`config.mk`:
```
export PLATFORM = sky130hd
export DESIGN_NAME = regbank_sb
export DESIGN_NICKNAME = d
export VERILOG_FILES = /design/src/rtl/regbank_sb.sv
export SDC_FILE = /design/constraint.sdc
export NUM_CORES = 2
export LEC_CHECK = 0
export CAP_MARGIN = 15
export CORE_MARGIN = 2
export CORE_UTILIZATION = 55
export CTS_CLUSTER_DIAMETER = 50
export DETAILED_ROUTE_END_ITERATION = 10
export PLACE_DENSITY = 0.72
export SYNTH_ARGS = -nofsm -noshare
export SYNTH_HDL_FRONTEND = slang
export SYNTH_SLANG_ARGS = --single-unit
```
`constraint.sdc`:
```
create_clock -name clk -period 3.5 [get_ports clk]
set_input_delay 0.7 -clock clk [delete_from_list [all_inputs] [get_ports clk]]
set_output_delay 0.7 -clock clk [all_outputs]
set_load 0.02 [all_outputs]
```
`src/rtl/regbank_sb.sv`:
```
// regbank_sb: parametrised register bank with a per-register scoreboard and a
// sequenced bulk-clear engine. Decode/issue reads operands and reserves
// destinations; writeback writes results and releases them.
//
// Ports:
//   clk              rising-edge clock
//   reset            asynchronous, active-low; clears array, busy bits, clear engine
//   sr1, sr2         read addresses
//   rdData1/2        read data (combinational, with optional write bypass)
//   busy1/2          scoreboard state of sr1/sr2 (combinational)
//   write, dr,
//   wrData           write port; a write also releases the busy bit of dr
//   rsv, rsv_dr      reserve port; sets the busy bit of rsv_dr
//   clr_req          start a one-register-per-cycle clear of the whole bank
//   clr_busy         clear sweep in progress (write/rsv/clr_req ignored)
module regbank_sb #(
  parameter int WIDTH   = 32,
  parameter int AW      = 5,
  parameter int ZERO_R0 = 1,
  parameter int BYPASS  = 1
) (
  input  logic             clk,
  input  logic             reset,
  input  logic [AW-1:0]    sr1,
  input  logic [AW-1:0]    sr2,
  output logic [WIDTH-1:0] rdData1,
  output logic [WIDTH-1:0] rdData2,
  output logic             busy1,
  output logic             busy2,
  input  logic             write,
  input  logic [AW-1:0]    dr,
  input  logic [WIDTH-1:0] wrData,
  input  logic             rsv,
  input  logic [AW-1:0]    rsv_dr,
  input  logic             clr_req,
  output logic             clr_busy
);

  localparam int DEPTH = 1 << AW;

  typedef enum logic {IDLE, SWEEP} state_t;

  state_t          state_reg;
  logic [AW-1:0]   idx_reg;
  logic            clr_busy_reg;

  // Flattened views of the per-entry storage, used by the read ports.
  logic [WIDTH-1:0] regs_view [DEPTH];
  logic [DEPTH-1:0] busy_vec;

  // Qualified write/reserve: blocked during a sweep and, with a hardwired
  // zero register, dropped when aimed at r0.
  logic wr_ok;
  logic rsv_ok;

  assign wr_ok  = write && !clr_busy_reg && !((ZERO_R0 != 0) && (dr == '0));
  assign rsv_ok = rsv   && !clr_busy_reg && !((ZERO_R0 != 0) && (rsv_dr == '0));

  assign clr_busy = clr_busy_reg;

  // Clear engine. clr_busy is registered together with the state so it is
  // high for exactly DEPTH cycles; the last visited index returns to IDLE
  // without an extra wrap cycle.
  always_ff @(posedge clk or negedge reset) begin
    if (!reset) begin
      state_reg    <= IDLE;
      idx_reg      <= '0;
      clr_busy_reg <= 1'b0;
    end else if (state_reg == IDLE) begin
      if (clr_req) begin
        state_reg    <= SWEEP;
        idx_reg      <= '0;
        clr_busy_reg <= 1'b1;
      end
    end else begin
      if (idx_reg == {AW{1'b1}}) begin
        state_reg    <= IDLE;
        idx_reg      <= '0;
        clr_busy_reg <= 1'b0;
      end else begin
        idx_reg <= idx_reg + 1'b1;
      end
    end
  end

  // Storage: one register slice per entry. The whole bank must clear
  // asynchronously, so this is flop-based rather than a RAM.
  genvar gi;
  generate
    for (gi = 0; gi < DEPTH; gi++) begin : g_entry
      logic [WIDTH-1:0] data_reg;
      logic             busy_reg;
      logic             hit_clr;
      logic             hit_wr;
      logic             hit_rsv;

      assign hit_clr = clr_busy_reg && (idx_reg == AW'(gi));
      assign hit_wr  = wr_ok  && (dr     == AW'(gi));
      assign hit_rsv = rsv_ok && (rsv_dr == AW'(gi));

      always_ff @(posedge clk or negedge reset) begin
        if (!reset) begin
          data_reg <= '0;
          busy_reg <= 1'b0;
        end else if (hit_clr) begin
          data_reg <= '0;
          busy_reg <= 1'b0;
        end else begin
          if (hit_wr) begin
            data_reg <= wrData;
          end
          // A reserve in the same cycle as a write wins: the new producer
          // owns the register.
          if (hit_rsv) begin
            busy_reg <= 1'b1;
          end else if (hit_wr) begin
            busy_reg <= 1'b0;
          end
        end
      end

      assign regs_view[gi] = data_reg;
      assign busy_vec[gi]  = busy_reg;
    end
  endgenerate

  // Read ports: zero register first, then bypass of the accepted write,
  // otherwise the stored entry.
  logic [AW-1:0]    rd_addr [2];
  logic [WIDTH-1:0] rd_data [2];
  logic             rd_busy [2];

  assign rd_addr[0] = sr1;
  assign rd_addr[1] = sr2;

  generate
    for (gi = 0; gi < 2; gi++) begin : g_rd
      logic [WIDTH-1:0] data_c;
      logic             busy_c;

      always_comb begin
        data_c = regs_view[rd_addr[gi]];
        busy_c = busy_vec[rd_addr[gi]];
        if ((ZERO_R0 != 0) && (rd_addr[gi] == '0)) begin
          data_c = '0;
          busy_c = 1'b0;
        end else if ((BYPASS != 0) && wr_ok && (dr == rd_addr[gi])) begin
          data_c = wrData;
          busy_c = 1'b0;
        end
      end

      assign rd_data[gi] = data_c;
      assign rd_busy[gi] = busy_c;
    end
  endgenerate

  assign rdData1 = rd_data[0];
  assign rdData2 = rd_data[1];
  assign busy1   = rd_busy[0];
  assign busy2   = rd_busy[1];

endmodule

```
# [Word-level counts from Yosys, hierarchy flattened]
# Cells that the tools add are included.
[totals] ff_bits=1063 inputBits=57 output_inout_bits=67 wordCells=533
[classes] n_addsub=1 magnitude_cmp=4 n_eq_ne=96 muxes=187 bitwise_logic=2 reduce_logical=176
[op_table] operator="two-way mux 32 bit" n=72
[op_table] operator="binary-select mux 32 bit (select 5 bit)" n=2
[op_table] operator="== test 5 bit, second input constant" n=48
[op_table] operator="== test 5 x 4 -> 1 bit, second input constant" n=24
[op_table] operator="two-way mux 1 bit" n=108
[op_table] operator="logical AND 1 bit" n=102
[op_table] operator="nonzero test 3 bit" n=32
[op_table] operator="nonzero test 2 bit" n=33
[op_table] operator="== test 5 x 3 -> 1 bit, second input constant" n=12
[op_table] operator="== test 5 x 2 -> 1 bit, second input constant" n=6
[op_table] operator="zero test 5 bit" n=5
[op_table] operator="== test 5 x 1 -> 1 bit, second input constant" n=3
[op_table] operator="two-way mux 5 bit" n=3
[op_table] operator="greater-or-equal comparator 6 bit, second input constant" n=2
[op_table] operator="less-than comparator 5 x 6 -> 1 bit, second input constant" n=2
[op_table] operator="NOT 5 -> 6 bit" n=2
[op_table] operator="binary-select mux 1 bit (select 5 bit)" n=2
[op_table] operator="== test 5 bit" n=2
[op_table] operator="adder 5 x 1 -> 5 bit, second input constant" n=1
[op_table] operator="zero test 1 bit" n=3
[op_table] operator="!= test 2 x 1 -> 1 bit, second input constant" n=1
[op_table] operator="AND reduction 2 bit" n=1

# [Longest topological paths before layout]
[logic_depth] word_depth=7 ltp_mapped=11 depth_no_buf=7

# [Worst setup path after synthesis]
# Ideal clock, no wire load.
[synth_path] path_type="input port to output port" start="in sr1[2]" end="out rdData1[13]" arrival_time_ns=2.491 required_time_ns=2.800 setup_slack_ns=0.309 path_stages=8 n_path_buf=3 cell_sequence="buf_2 > buf_2 > nand3_1 > clkbuf_1 > o22a_1 > o221ai_1 > or3_1 > o21ai_0"
[synth_via] elab_chain_cells=6 word_cells_on_any_way=9
[synth_lines] item="start: declaration" line_no="24" source="input logic [AW-1:0] sr1,"
[synth_lines] item="NOT 5 -> 6 bit (not written as such)" line_no="142" source="data_c = regs_view[rd_addr[gi]];"
[synth_lines] item="binary-select mux 32 bit (select 5 bit)" line_no="142"
[synth_lines] item="two-way mux 32 bit (not written as such) (2 in series)" line_no="142"
[synth_lines] item="two-way mux 32 bit" line_no="147" source="end else if ((BYPASS != 0) && wr_ok && (dr == rd_addr[gi])) begin"
[synth_lines] item="two-way mux 32 bit (*)" line_no="144" source="if ((ZERO_R0 != 0) && (rd_addr[gi] == '0)) begin"
[synth_lines] item="end: declaration" line_no="26" source="output logic [WIDTH-1:0] rdData1,"
# Mark *: on every way between the ends. The rest lies on a longest branch, timed or not. The select of a mux whose other input is x is not followed.

# [Worst setup path in the final report]
[layout_path] start="in sr2[0]" end="out rdData2[14]"
[layout_via] elab_chain_cells=6 word_cells_on_any_way=9
[layout_lines] item="start: declaration" line_no="25" source="input logic [AW-1:0] sr2,"
[layout_lines] item="NOT 5 -> 6 bit (not written as such)" line_no="142"
[layout_lines] item="binary-select mux 32 bit (select 5 bit)" line_no="142"
[layout_lines] item="two-way mux 32 bit (not written as such) (2 in series)" line_no="142"
[layout_lines] item="two-way mux 32 bit" line_no="147"
[layout_lines] item="two-way mux 32 bit (*)" line_no="144"
[layout_lines] item="end: declaration" line_no="27" source="output logic [WIDTH-1:0] rdData2,"
# Marked as above.

==> metrics.txt <==
worst rel slew slack 19.1%; sequential share of the synthesized area 47.3%; hold path endpoint g_entry[0].data_reg[25]; Row Count 117; RSZ-0062 raised after global routing true; Hold Path Origin g_entry[0].data_reg[25]; Root Buffer clkbuf_16; P&R area growth vs syn 25.4%; final setup violation count 11; Tcrit/Tclk final 108%; initial antenna violation count 22; Starting DRT DRC Count 8971; Hold Violations, Final 0; Synth top area share 47.3%; net count after synthesis 4501; RR Endpoint g_entry[24].data_reg[31]; vias 50560; Die Width 324 um; pre-CTS setup slack -0.802 ns; vias in the first global route 50305; PwrDens 719 mW/mm^2; final worst setup slack -0.278 ns; layout cell share with drive strength beyond 1 34.9%; largest net degree at the start of global routing 95; first-pass GRT wire length 362000 um; hold crit path type reg2reg; post-route cell area 0.0705 mm^2; Slew Viols, Final 0; 1st-pass router iterations 9; Crit Path Max Fanout 6; f_max 265 MHz; vias per inst 7.94; CP Data Arrival Time 3.08 ns; CP most frequent cell buf_16; ys flop type dfrtp_1; number of flip-flops in the largest register 1024; CTS tree yes; number of flops mapped to enable cells by yosys 0; Critical Path RT 2.80 ns; Mapped Cells 4438; post-route minimum period 3.78 ns; failing checks negative setup slack; CP Cell Sequence buf_16, buf_16, buf_12, buf_16, mux4_2, a22o_4, o211ai_1, o311ai_4, buf_6; worst reg-to-reg setup slack 0.71 ns; clk slew on worst S/H paths 0.06 ns; CP max-delay cell mux4_2; async set-reset flop share out of synthesis 100%; TritonCTS buffer count 134; Yosys cell types 73; Hold WS 0.511 ns; DIE AREA 0.105 mm^2; GPL Wtd Cong 1.00; Die Ht 324 um; Post-DP Area 0.0636 mm^2; NumNets Final 4943; CP Class in2out; main area contributors after synthesis dfrtp_1, mux4_2, a22o_1; HPWL after detailed placement 155000 um; RR Startpoint clr_busy; Startpoint Class input pin; cell taking the most area after synthesis dfrtp_1; H-tree levels 4; Worst Setup End Kind output pin; status finished, violations left; Post-Route Skew 0.0303 ns; Synth Register Bits 1063; wire per inst 40.1 um; Initial Util 55.4%; total global routing overflow 0; final antenna-violating net count 0; worst r2r path cells 8; # Max-Cap Violations 0; drt drc 0; mapped cell area 0.0562 mm^2; Pleak 31.8 nW; total track usage 49.1%; peak supply drop 0.000529 V; DRT Wirelength 255000 um; slew of the pin with the lowest slew margin 1.21 ns; CP max stage delay 0.59 ns; Buffers on Ports 123; Clock Latency Late Sink 0.78 ns; Synth Warn # 0; mean post-synth cell area 12.7 um^2; core area 0.102 mm^2; IO Count 124; hold path depth 1; # clock sinks 1063; CTS Buffer Depth 3
cells by family (layout without fill, tap and decap cells):
kind of cell | Yosys count | count (layout) | synth area share [%]
simple gates | 684 | 684 | 5.77
xor+xnor | 10 | 10 | 0.156
flops | 1063 | 1063 | 47.3
compound gates | 1473 | 1473 | 20.4
fa+ha+maj | 6 | 6 | 0.133
mux | 633 | 633 | 21.4
buf+inv | 569 | 1112 | 4.79
other cells | 0 | 18 | 0
worst max path at each step:
| stage | startpoint | end | slack [ns] | cells past startpoint |
|---|---|---|---|---|
| final | sr2[0] | rdData2[14] | -0.28 | 9 |
| after global routing | sr2[0] | rdData2[14] | -0.16 | 9 |
| after CTS | sr2[1] | rdData2[14] | -0.1 | 11 |
| after detailed placement | dr[2] | rdData2[15] | -0.80 | 8 |
| after global placement | dr[0] | rdData2[15] | -0.79 | 8 |
| after floorplan | sr1[2] | rdData1[13] | 0.31 | 8 |
area by class of cell:
type,instances,area [um^2]
clock inverter,57,756
antenna,18,45.0
timing repair buffer,861,9230
tap,1368,1710
clock buffer,180,3860
multi-input combinational,2806,28300
inverter,14,57.6
fill,6904,31100
sequential,1063,26600
metrics by stage:
stage / util (%) / setup TNS, ns / power, mW / std cells
2_1_floorplan: - / 0 / 29.2 / 4438
3_3_place_gp: 62.6 / -38.28 / 34.2 / 6014
3_5_place_dp: 62.6 / -37.64 / 34.8 / 6015
4_1_cts: 68.7 / -0.250 / 49.7 / 6311
5_1_grt: 69.4 / -0.702 / 52.3 / 6351
6_report: 69.4 / -0.562 / 50.7 / 6367
synthesized netlist by cell type, types with 12 or more instances:
library cell	instances
o22ai_1	132
o22a_1	20
a22oi_1	41
mux4_2	453
mux2_2	42
buf_1	32
nor2b_1	32
o21ai_1	24
and3_1	26
a21oi_1	75
buf_6	26
dfrtp_1	1063
o221ai_1	14
nor4_1	25
nand2_1	324
and2_1	42
mux2i_1	136
inv_1	13
a31oi_1	12
nor2_1	99
o211ai_1	14
a221oi_1	28
nor3_1	22
nand2b_1	30
buf_2	87
clkbuf_1	369
a22o_1	884
buf_4	30
or3_1	22
o21ai_0	169
nand3_1	14
where the power goes:
group	total, mW	leakage (nW)	switching, mW	internal (mW)
logic	15.4	15.3	7.07	8.35
registers	20.7	14.2	3.88	16.8
clock network	14.6	2.28	5.82	8.76
total	50.7	31.8	16.8	33.9
routing by layer:
metal	track usage [%]	up-vias	share of wire, %
met5	1.44	-	0.15
met4	41.2	20	11
met3	25.3	1794	18
met2	65.0	5437	40
met1	59.0	24861	32
li1	-	18448	-
critical path, delay by kind of cell:
kind	cells	cell delay, ns
multiplexers	1	0.59
buffers and inverters	5	0.72
AO/OA/AOI/OAI	3	1.04
cells in the final DEF, fill, tap and decap left out, drive strengths merged, types with 11 or more instances in the layout:
cell           instances
nor4                  25
o211ai                14
nand3                 14
a22o                 884
o221ai                14
a211oi                11
or3                   22
nor3                  23
clkbuf               203
diode                 18
mux4                 453
nand2b                30
buf                  777
clkinv                32
o22ai                132
a221oi                32
and3                  26
and2                  42
mux2                  44
a31oi                 12
inv                   23
a21oi                 75
bufinv                13
nor2                  99
o22a                  20
clkdlybuf4s50         40
nor2b                 32
o21ai                193
dfrtp               1063
nand2                324
mux2i                136
a22oi                 41
what timing repair did:
item	in CTS	in global routing
setup endpoints to repair	66	57
endpoints found under the hold margin	28	0
hold buffers	1	0
resized for setup	312	146
pin swaps	20	36
buffers inserted	51	36
gates cloned	9	3
Power figures use the tool's default switching activity.
